<file path="src/rtl/pipelined_core_ctrl.sv">
// -----------------------------------------------------------------------------
// pipelined_core_ctrl
//
// Sequencer for the pipelined vector processing core. It accepts one command at
// a time (read / sum / avg / manhattan) and drives the core's one-hot operation
// enables and memory select. It waits out the pipeline latency of the selected
// op, then loads and shifts the PISO or captures the manhattan register. Results
// leave on a valid/ready stream: NINPUTS elements for parallel ops, or a single
// scalar for manhattan.
//
// Ports
//   clk            clock
//   reset          asynchronous active-low reset
//   cmd_valid/ready command handshake (cmd_ready is high only in IDLE)
//   cmd_op [2:0]   0=read 1=sum 2=avg 4=manhattan, anything else is illegal
//   cmd_sel        read source (1=A, 0=B)
//   enables [5:0]  one-hot op enable: bit0 read, bit1 sum, bit2 avg, bit4 man
//   read_mem_sel   registered cmd_sel
//   load_piso      one-cycle PISO parallel load
//   shift_mem      PISO shift strobe (high on each accepted stream element)
//   update_man     one-cycle manhattan register capture
//   out_valid/ready/last  result stream
//   op_done        one-cycle completion pulse
//   cmd_err        one-cycle pulse after an illegal opcode is accepted
//   perf_cycles    cycles taken by the last op
//
// Optional feature
//   PIPE_CTRL_PERF_CNT_EN : when defined, perf_cycles reports the number of
//   cycles from command accept through the DONE cycle inclusive, saturating at
//   32'hFFFF_FFFF. When undefined, perf_cycles is tied to 0.
// -----------------------------------------------------------------------------
// state    | meaning
// ---------+------------------------------------------------------------------
// S_IDLE   | ready for a command
// S_WAIT   | waiting out the op's pipeline latency
// S_LOAD   | parallel-load the PISO with the op result
// S_STREAM | stream NINPUTS elements out of the PISO
// S_MCAP   | capture the adder-tree output into the manhattan register
// S_MOUT   | present the manhattan scalar
// S_DONE   | completion pulse; enables cleared
// -----------------------------------------------------------------------------
module pipelined_core_ctrl #(
   parameter int NINPUTS = 1024,
   parameter int SUM_LAT = 1,
   parameter int AVG_LAT = 2,
   parameter int MAN_LAT = 11
) (
   input  logic        clk,
   input  logic        reset,
   input  logic        cmd_valid,
   output logic        cmd_ready,
   input  logic [2:0]  cmd_op,
   input  logic        cmd_sel,
   output logic [5:0]  enables,
   output logic        read_mem_sel,
   output logic        load_piso,
   output logic        shift_mem,
   output logic        update_man,
   output logic        out_valid,
   input  logic        out_ready,
   output logic        out_last,
   output logic        op_done,
   output logic        cmd_err,
   output logic [31:0] perf_cycles
);

   localparam int IDX_W   = (NINPUTS > 1) ? $clog2(NINPUTS) : 1;
   localparam int MAX_SA  = (SUM_LAT > AVG_LAT) ? SUM_LAT : AVG_LAT;
   localparam int MAX_LAT = (MAX_SA > MAN_LAT) ? MAX_SA : MAN_LAT;
   localparam int WAIT_W  = (MAX_LAT > 1) ? $clog2(MAX_LAT + 1) : 1;

   localparam logic [IDX_W-1:0]  LAST_IDX = IDX_W'(NINPUTS - 1);
   localparam logic [WAIT_W-1:0] WAIT_TC  = WAIT_W'(1);

   localparam logic [2:0] S_IDLE   = 3'd0;
   localparam logic [2:0] S_WAIT   = 3'd1;
   localparam logic [2:0] S_LOAD   = 3'd2;
   localparam logic [2:0] S_STREAM = 3'd3;
   localparam logic [2:0] S_MCAP   = 3'd4;
   localparam logic [2:0] S_MOUT   = 3'd5;
   localparam logic [2:0] S_DONE   = 3'd6;

   logic [2:0]        state;
   logic [2:0]        state_nxt;
   logic [WAIT_W-1:0] wait_cnt;
   logic [IDX_W-1:0]  idx;
   logic [5:0]        en_q;
   logic              sel_q;
   logic              err_q;

   logic              accept;
   logic              op_legal;
   logic [5:0]        en_dec;
   logic [WAIT_W-1:0] lat_dec;

   assign accept = cmd_valid & cmd_ready;

   always_comb begin
      en_dec   = '0;
      lat_dec  = '0;
      op_legal = 1'b1;
      case (cmd_op)
         3'd0:    en_dec[0] = 1'b1;
         3'd1: begin
            en_dec[1] = 1'b1;
            lat_dec   = WAIT_W'(SUM_LAT);
         end
         3'd2: begin
            en_dec[2] = 1'b1;
            lat_dec   = WAIT_W'(AVG_LAT);
         end
         3'd4: begin
            en_dec[4] = 1'b1;
            lat_dec   = WAIT_W'(MAN_LAT);
         end
         default: op_legal = 1'b0;
      endcase
   end

   // A latency of L occupies max(L,1) WAIT cycles: the counter is loaded with L
   // and WAIT is left once it is at or below one, so a zero-latency read still
   // spends exactly one cycle there.
   always_comb begin
      state_nxt = state;
      case (state)
         S_IDLE:   if (accept && op_legal) state_nxt = S_WAIT;
         S_WAIT:   if (wait_cnt <= WAIT_TC) state_nxt = en_q[4] ? S_MCAP : S_LOAD;
         S_LOAD:   state_nxt = S_STREAM;
         S_STREAM: if (out_ready && (idx == LAST_IDX)) state_nxt = S_DONE;
         S_MCAP:   state_nxt = S_MOUT;
         S_MOUT:   if (out_ready) state_nxt = S_DONE;
         S_DONE:   state_nxt = S_IDLE;
         default:  state_nxt = S_IDLE;
      endcase
   end

   always_ff @(posedge clk or negedge reset) begin
      if (!reset) begin
         state    <= S_IDLE;
         wait_cnt <= '0;
         idx      <= '0;
         en_q     <= '0;
         sel_q    <= 1'b0;
         err_q    <= 1'b0;
      end else begin
         state <= state_nxt;
         err_q <= accept & ~op_legal;
         case (state)
            S_IDLE: begin
               if (accept && op_legal) begin
                  en_q     <= en_dec;
                  sel_q    <= cmd_sel;
                  wait_cnt <= lat_dec;
               end
            end
            S_WAIT: begin
               if (wait_cnt != '0) wait_cnt <= wait_cnt - 1'b1;
            end
            S_LOAD: idx <= '0;
            S_STREAM: begin
               if (out_ready && (idx != LAST_IDX)) idx <= idx + 1'b1;
            end
            S_DONE: begin
               en_q  <= '0;
               sel_q <= 1'b0;
            end
            default: ;
         endcase
      end
   end

   // Strobes are decoded from the state so an asynchronous reset drops them
   // immediately rather than one edge later.
   assign cmd_ready    = (state == S_IDLE);
   assign enables      = en_q;
   assign read_mem_sel = sel_q;
   assign load_piso    = (state == S_LOAD);
   assign shift_mem    = (state == S_STREAM) & out_ready;
   assign update_man   = (state == S_MCAP);
   assign out_valid    = (state == S_STREAM) | (state == S_MOUT);
   assign out_last     = ((state == S_STREAM) & (idx == LAST_IDX)) | (state == S_MOUT);
   assign op_done      = (state == S_DONE);
   assign cmd_err      = err_q;

`ifdef PIPE_CTRL_PERF_CNT_EN
   logic [31:0] perf_cnt;
   logic [31:0] perf_q;

   // perf_cnt reads (cycles since accept - 1) during an op, so the DONE cycle
   // itself is folded in when the result is latched.
   always_ff @(posedge clk or negedge reset) begin
      if (!reset) begin
         perf_cnt <= '0;
         perf_q   <= '0;
      end else begin
         if (accept) begin
            perf_cnt <= '0;
         end else if ((state != S_IDLE) && (perf_cnt != '1)) begin
            perf_cnt <= perf_cnt + 32'd1;
         end
         if (state == S_DONE) begin
            perf_q <= (perf_cnt == '1) ? '1 : perf_cnt + 32'd1;
         end
      end
   end

   assign perf_cycles = perf_q;
`else
   assign perf_cycles = '0;
`endif

endmodule

</file>
<file path="config.mk">
export PLATFORM = sky130hd
export DESIGN_NAME = pipelined_core_ctrl
export DESIGN_NICKNAME = d
export VERILOG_FILES = /design/src/rtl/pipelined_core_ctrl.sv
export SDC_FILE = /design/constraint.sdc
export NUM_CORES = 1
export LEC_CHECK = 0
export ABC_AREA = 1
export BUFFER_PORTS_ARGS = -buffer_cell sky130_fd_sc_hd__buf_2
export CAP_MARGIN = 25
export CORE_MARGIN = 4
export CORE_UTILIZATION = 47
export DETAILED_ROUTE_END_ITERATION = 12
export PLACE_DENSITY = 0.83
export SYNTH_ARGS = -nofsm -noshare
export SYNTH_HDL_FRONTEND = slang
export SYNTH_SLANG_ARGS = --single-unit
export TNS_END_PERCENT = 20
</file>
<file path="constraint.sdc">
create_clock -name clk -period 2.5 [get_ports clk]
set_input_delay 0.375 -clock clk [delete_from_list [all_inputs] [get_ports clk]]
set_output_delay 0.375 -clock clk [all_outputs]
set_load 0.02 [all_outputs]
</file>
# Word-level counts from Yosys, hierarchy flattened
# Cells that the tools add are included.
# word_totals
regBits,25
inputBits,8
output_inout_bits,47
word_cells,68
# op_classes
add_sub_neg,2
magnitude_cmp,1
eq_ne,17
n_mux,21
bitwise_logic,7
reduce_logical,14
# op_table
op,n
case mux 10 bit (2 select lines),1
case mux 3 bit (6 select lines),1
2-to-1 mux 3 bit,5
equality test 3 bit (second input constant),4
case mux 4 bit (3 select lines),1
case mux 6 bit (2 select lines),1
adder 10 x 1 -> 10 bit (second input constant),1
equality test 10 bit (second input constant),1
2-to-1 mux 10 bit,1
inequality test 10 bit (second input constant),1
inequality test 2 bit (second input constant),5
equality test 3 x 2 -> 1 bit (second input constant),3
2-to-1 mux 4 bit,2
case mux 4 bit (2 select lines),1
equality test 3 x 1 -> 1 bit (second input constant),2
logical NOT 3 bit,2
2-to-1 mux 1 bit,6
2-to-1 mux 6 bit,1
nonzero test 2 bit,3
bitwise AND 1 bit,4
less-or-equal comparator 4 x 1 -> 1 bit (second input constant),1
AND reduction 2 bit,2
AND reduction 4 bit,1
nonzero test 4 bit,1
8 further kinds,11

# Longest topological paths before layout
# logic_depth
depth_word,6
ltp_mapped,10
ltp_nobuf,9

# Least setup slack after synthesis
# OpenSTA, ideal clock, no wires.
# synth_timing
path_kind,reg-to-output
from,reg idx[0]
to,out out_last
arrival_time_ns,1.408
required_ns,2.125
path_slack_ns,0.717
stages_incl_launch_ff,6
path_buffers,0
path_cell_list,dfrtp_1 > ha_1 > inv_1 > nor2_4 > nand3_4 > o21ai_0
# synth_via
elab_chain_cells,3
# synth_rtl
item,line_no,text
from (decl),86,logic [IDX_W-1:0] idx;
from (signal assigned),161,if (out_ready && (idx != LAST_IDX)) idx <= idx + 1'b1;
equality test 10 bit,181,assign out_last = ((state == S_STREAM) & (idx == LAST_IDX)) | (state == S_MOUT);
bitwise AND 1 bit,181,
OR 1 bit,181,
to (decl),61,"output logic out_last,"
# No other way between the ends.

# Final worst setup path
# Ends and elaborated chain as after synthesis.

==> impl_results.md <==
- Status: finished clean
- Gp weighted congestion: 0.8426
- Pre-CTS setup slack: 0.7458 ns
- Worst skew pair latency: 0.26 ns
- Initial antenna violation count: 0
- Wl on met1: 1360 microns
- Clock sinks: 23
- Mux contribution to synthesized area: 0%
- Xor/xnor share of the synthesized area: 1.977%
- DRT Wirelength: 3272 microns
- Critical Path Source: idx[0]
- Share of the synthesized area in the top cell type: 32.49%
- Die X: 69.40 microns
- Total Power: 1.739 mW
- Final worst path period need: 2.039 ns
- Startpoint Class: flop
- Ys Warns: 0
- RSZ-0062 raised after global routing: no
- Power share of the sequential group: 33.6%
- Vias in the first global route: 1,271
- Core ar.: 3661 sq um
- Cell Area, Placed: 1773 sq um
- Overflow after GRT: 0
- CTS H-Tree Depth: 1
- Worst R2R Start: idx[0]
- Skew final: 0.005426 ns
- Post-synthesis area per instance: 7.507 sq um
- Proportion of layout cells with a drive suffix above 1: 17.51%
- Input/output buffers: 20
- Vias: 1,435
- Max-Cap Viols: 0
- Crit. End Element: output port
- Final ANT Viol Nets: 0
- Final TNS setup: 0 ns
- First-pass GRT wire length: 5595 microns
- Hold crit path type: in -> async
- WL per Instance: 10.73 microns
- Placed Cells incl. Taps: 301
- Worst hold margin: 0.06887 ns
- Critical path class: reg -> out
- Final Cell Area: 1818 sq um
- Finished Layout Cells: 305
- Sw frac: 50.11%
- Site row count: 22
- Sequential-to-total area share from yosys stat: 32.49%
- Max Slew Vio Count: 0
- Routed wl met3: 185 microns
- Root Driver: clkbuf_8
- Main combinational cell family by area after synthesis: simple AND/OR/NAND/NOR gates
- Number of buffers added for setup after CTS: 0
- Final HPWL from detailed placement: 2608 microns
- IO Pins: 55
- Mapped Area: 1772 sq um
- Post-layout util: 49.66%
- # setup viols final: 0
- Comb pwr share: 53.1%
- DIE AREA: 4816 sq um
- Crit Reg-Reg Endpoint: idx[9]
- Achievable Freq: 0.4906 GHz
- Largest cells by area after synthesis: dfrtp_1 (32%), buf_4 (15%), nand2_1 (13%), nand3_1 (7.9%), inv_1 (4.0%)
- Layout area overhead: 2.613%
- Final Hold Vio Count: 0
- Final period utilization: 81.54%
- PostCTS Resize Cnt: 0
- R2R cell count: 8
- Largest net degree at the start of global routing: 24
- TritonCTS buffer count: 3
- Final worst slack: 0.4615 ns
- Max FO, Critical Path: 6
- Synth Instances: 236
- DRC Markers: 0
- Post-synthesis simple-gate area fraction: 34.96%
- ANT cells: 0
- Clk slew on worst S/H paths: 0.08 ns
- Most frequent cells in the layout: nand2_1 (60), conb_1 (34), nand3_1 (28)
- Post-synthesis register bit count: 23
- Post-synthesis adder-cell area fraction: 2.825%
- Die Height: 69.40 microns
- Compound-Gate Fraction of Synth Area: 6.638%
- Most common cell after layout, fill and taps aside: nand2_1
- Psw: 871.3 uW
- CP Data Required Time: 2.12 ns
- Lkg Pwr: 0.9914 nW
- Top sig layer: met4
- Worst-margin pin slew: 0.5147 ns
- Initial DRC Count: 84
- Cell taking the most area after synthesis: dfrtp_1
- P_int: 867.6 uW
- Number of library cell types mapped by synthesis: 29
- All-Layer GR Usage: 13.94%
- Final nets: 270
- Max VDD drop: 592.4 uV
- Power density over the cells: 956.5 nW/um^2
- R2R setup slack: 0.97 ns
- CP arrival: 1.66 ns
- DR WL met2: 1695 microns
- Slew margin rel.: 65.69%
- CTS Hold Bufs: 0
- CTS tree: done
- Clock power frac: 13.3%
- Vias per cell: 4.705
- Initial Util: 48.39%
- CTS max path bufs: 2
- Drt pass-1 iters: 4
## final cells by class
| class | count | area, sq um |
|---|---|---|
| sequential | 23 | 575.6 |
| fill | 344 | 1843 |
| clock buffer | 4 | 45.04 |
| tap | 48 | 60.06 |
| multi-input combinational | 188 | 949.7 |
| timing repair buffer | 20 | 100.1 |
| inverter | 22 | 87.58 |
## sequential cells by signal, indices dropped and copies added (netlist names)
name / cells
enables: 4
read_mem_sel: 1
state: 3
cmd_err: 1
wait_cnt: 4
idx: 10
## how the worst max path moves through the flow
stage	endpoint	slack, ns
6_report	out_last	0.46
4_1_cts	out_last	0.45
5_1_grt	out_last	0.28
3_5_place_dp	out_last	0.75
2_1_floorplan	out_last	0.72
3_3_place_gp	out_last	0.80
## kinds of logic (layout without fill, tap and decap cells)
family | after synthesis | count (layout)
AOI/OAI and AO/OA | 20 | 20
xor gates and xnor gates | 4 | 4
adders and majority gates | 4 | 4
buffers and inverters | 58 | 46
DFF | 23 | 23
other | 1 | 34
and+or+nand+nor | 126 | 126
## critical path: stages (launching register included)
cell and delay [ns]:
dfrtp_1 0.45, ha_1 0.24, inv_1 0.08, nor2_4 0.15, nand3_4 0.11, o21ai_0 0.17
buf_2 0.19
## power by group through the flow
stage	sequential [mW]	clock (mW)	combinational (mW)
5_1_grt	0.597	0.263	1.05
2_1_floorplan	0.592	0	0.777
3_3_place_gp	0.578	0	0.911
3_5_place_dp	0.586	0	0.923
4_1_cts	0.579	0.239	0.928
6_report	0.584	0.231	0.924
## Yosys cell counts
library cell,instances
nand3_1,28
dfrtp_1,23
nor2_2,2
conb_1,1
ha_1,4
a21oi_1,3
o21ai_0,11
inv_6,1
xnor2_1,1
inv_1,19
nor3_1,1
nand3b_1,1
buf_12,1
inv_2,1
a21o_1,1
nor2_4,3
o21ai_1,1
nand2_1,60
nor2_1,16
or2_2,2
xor2_1,3
clkinv_1,1
nand3_4,2
o21ai_2,4
nand4_1,4
buf_4,35
nand3_2,1
nand2_4,3
nand2_2,3
## layer usage
layer	global-route usage [%]	up-vias
li1	-	726
met1	17.29	664
met2	23.62	41
met3	3.333	4
met4	4.555	0
met5	0	-
(Power assumes the default switching activity.)
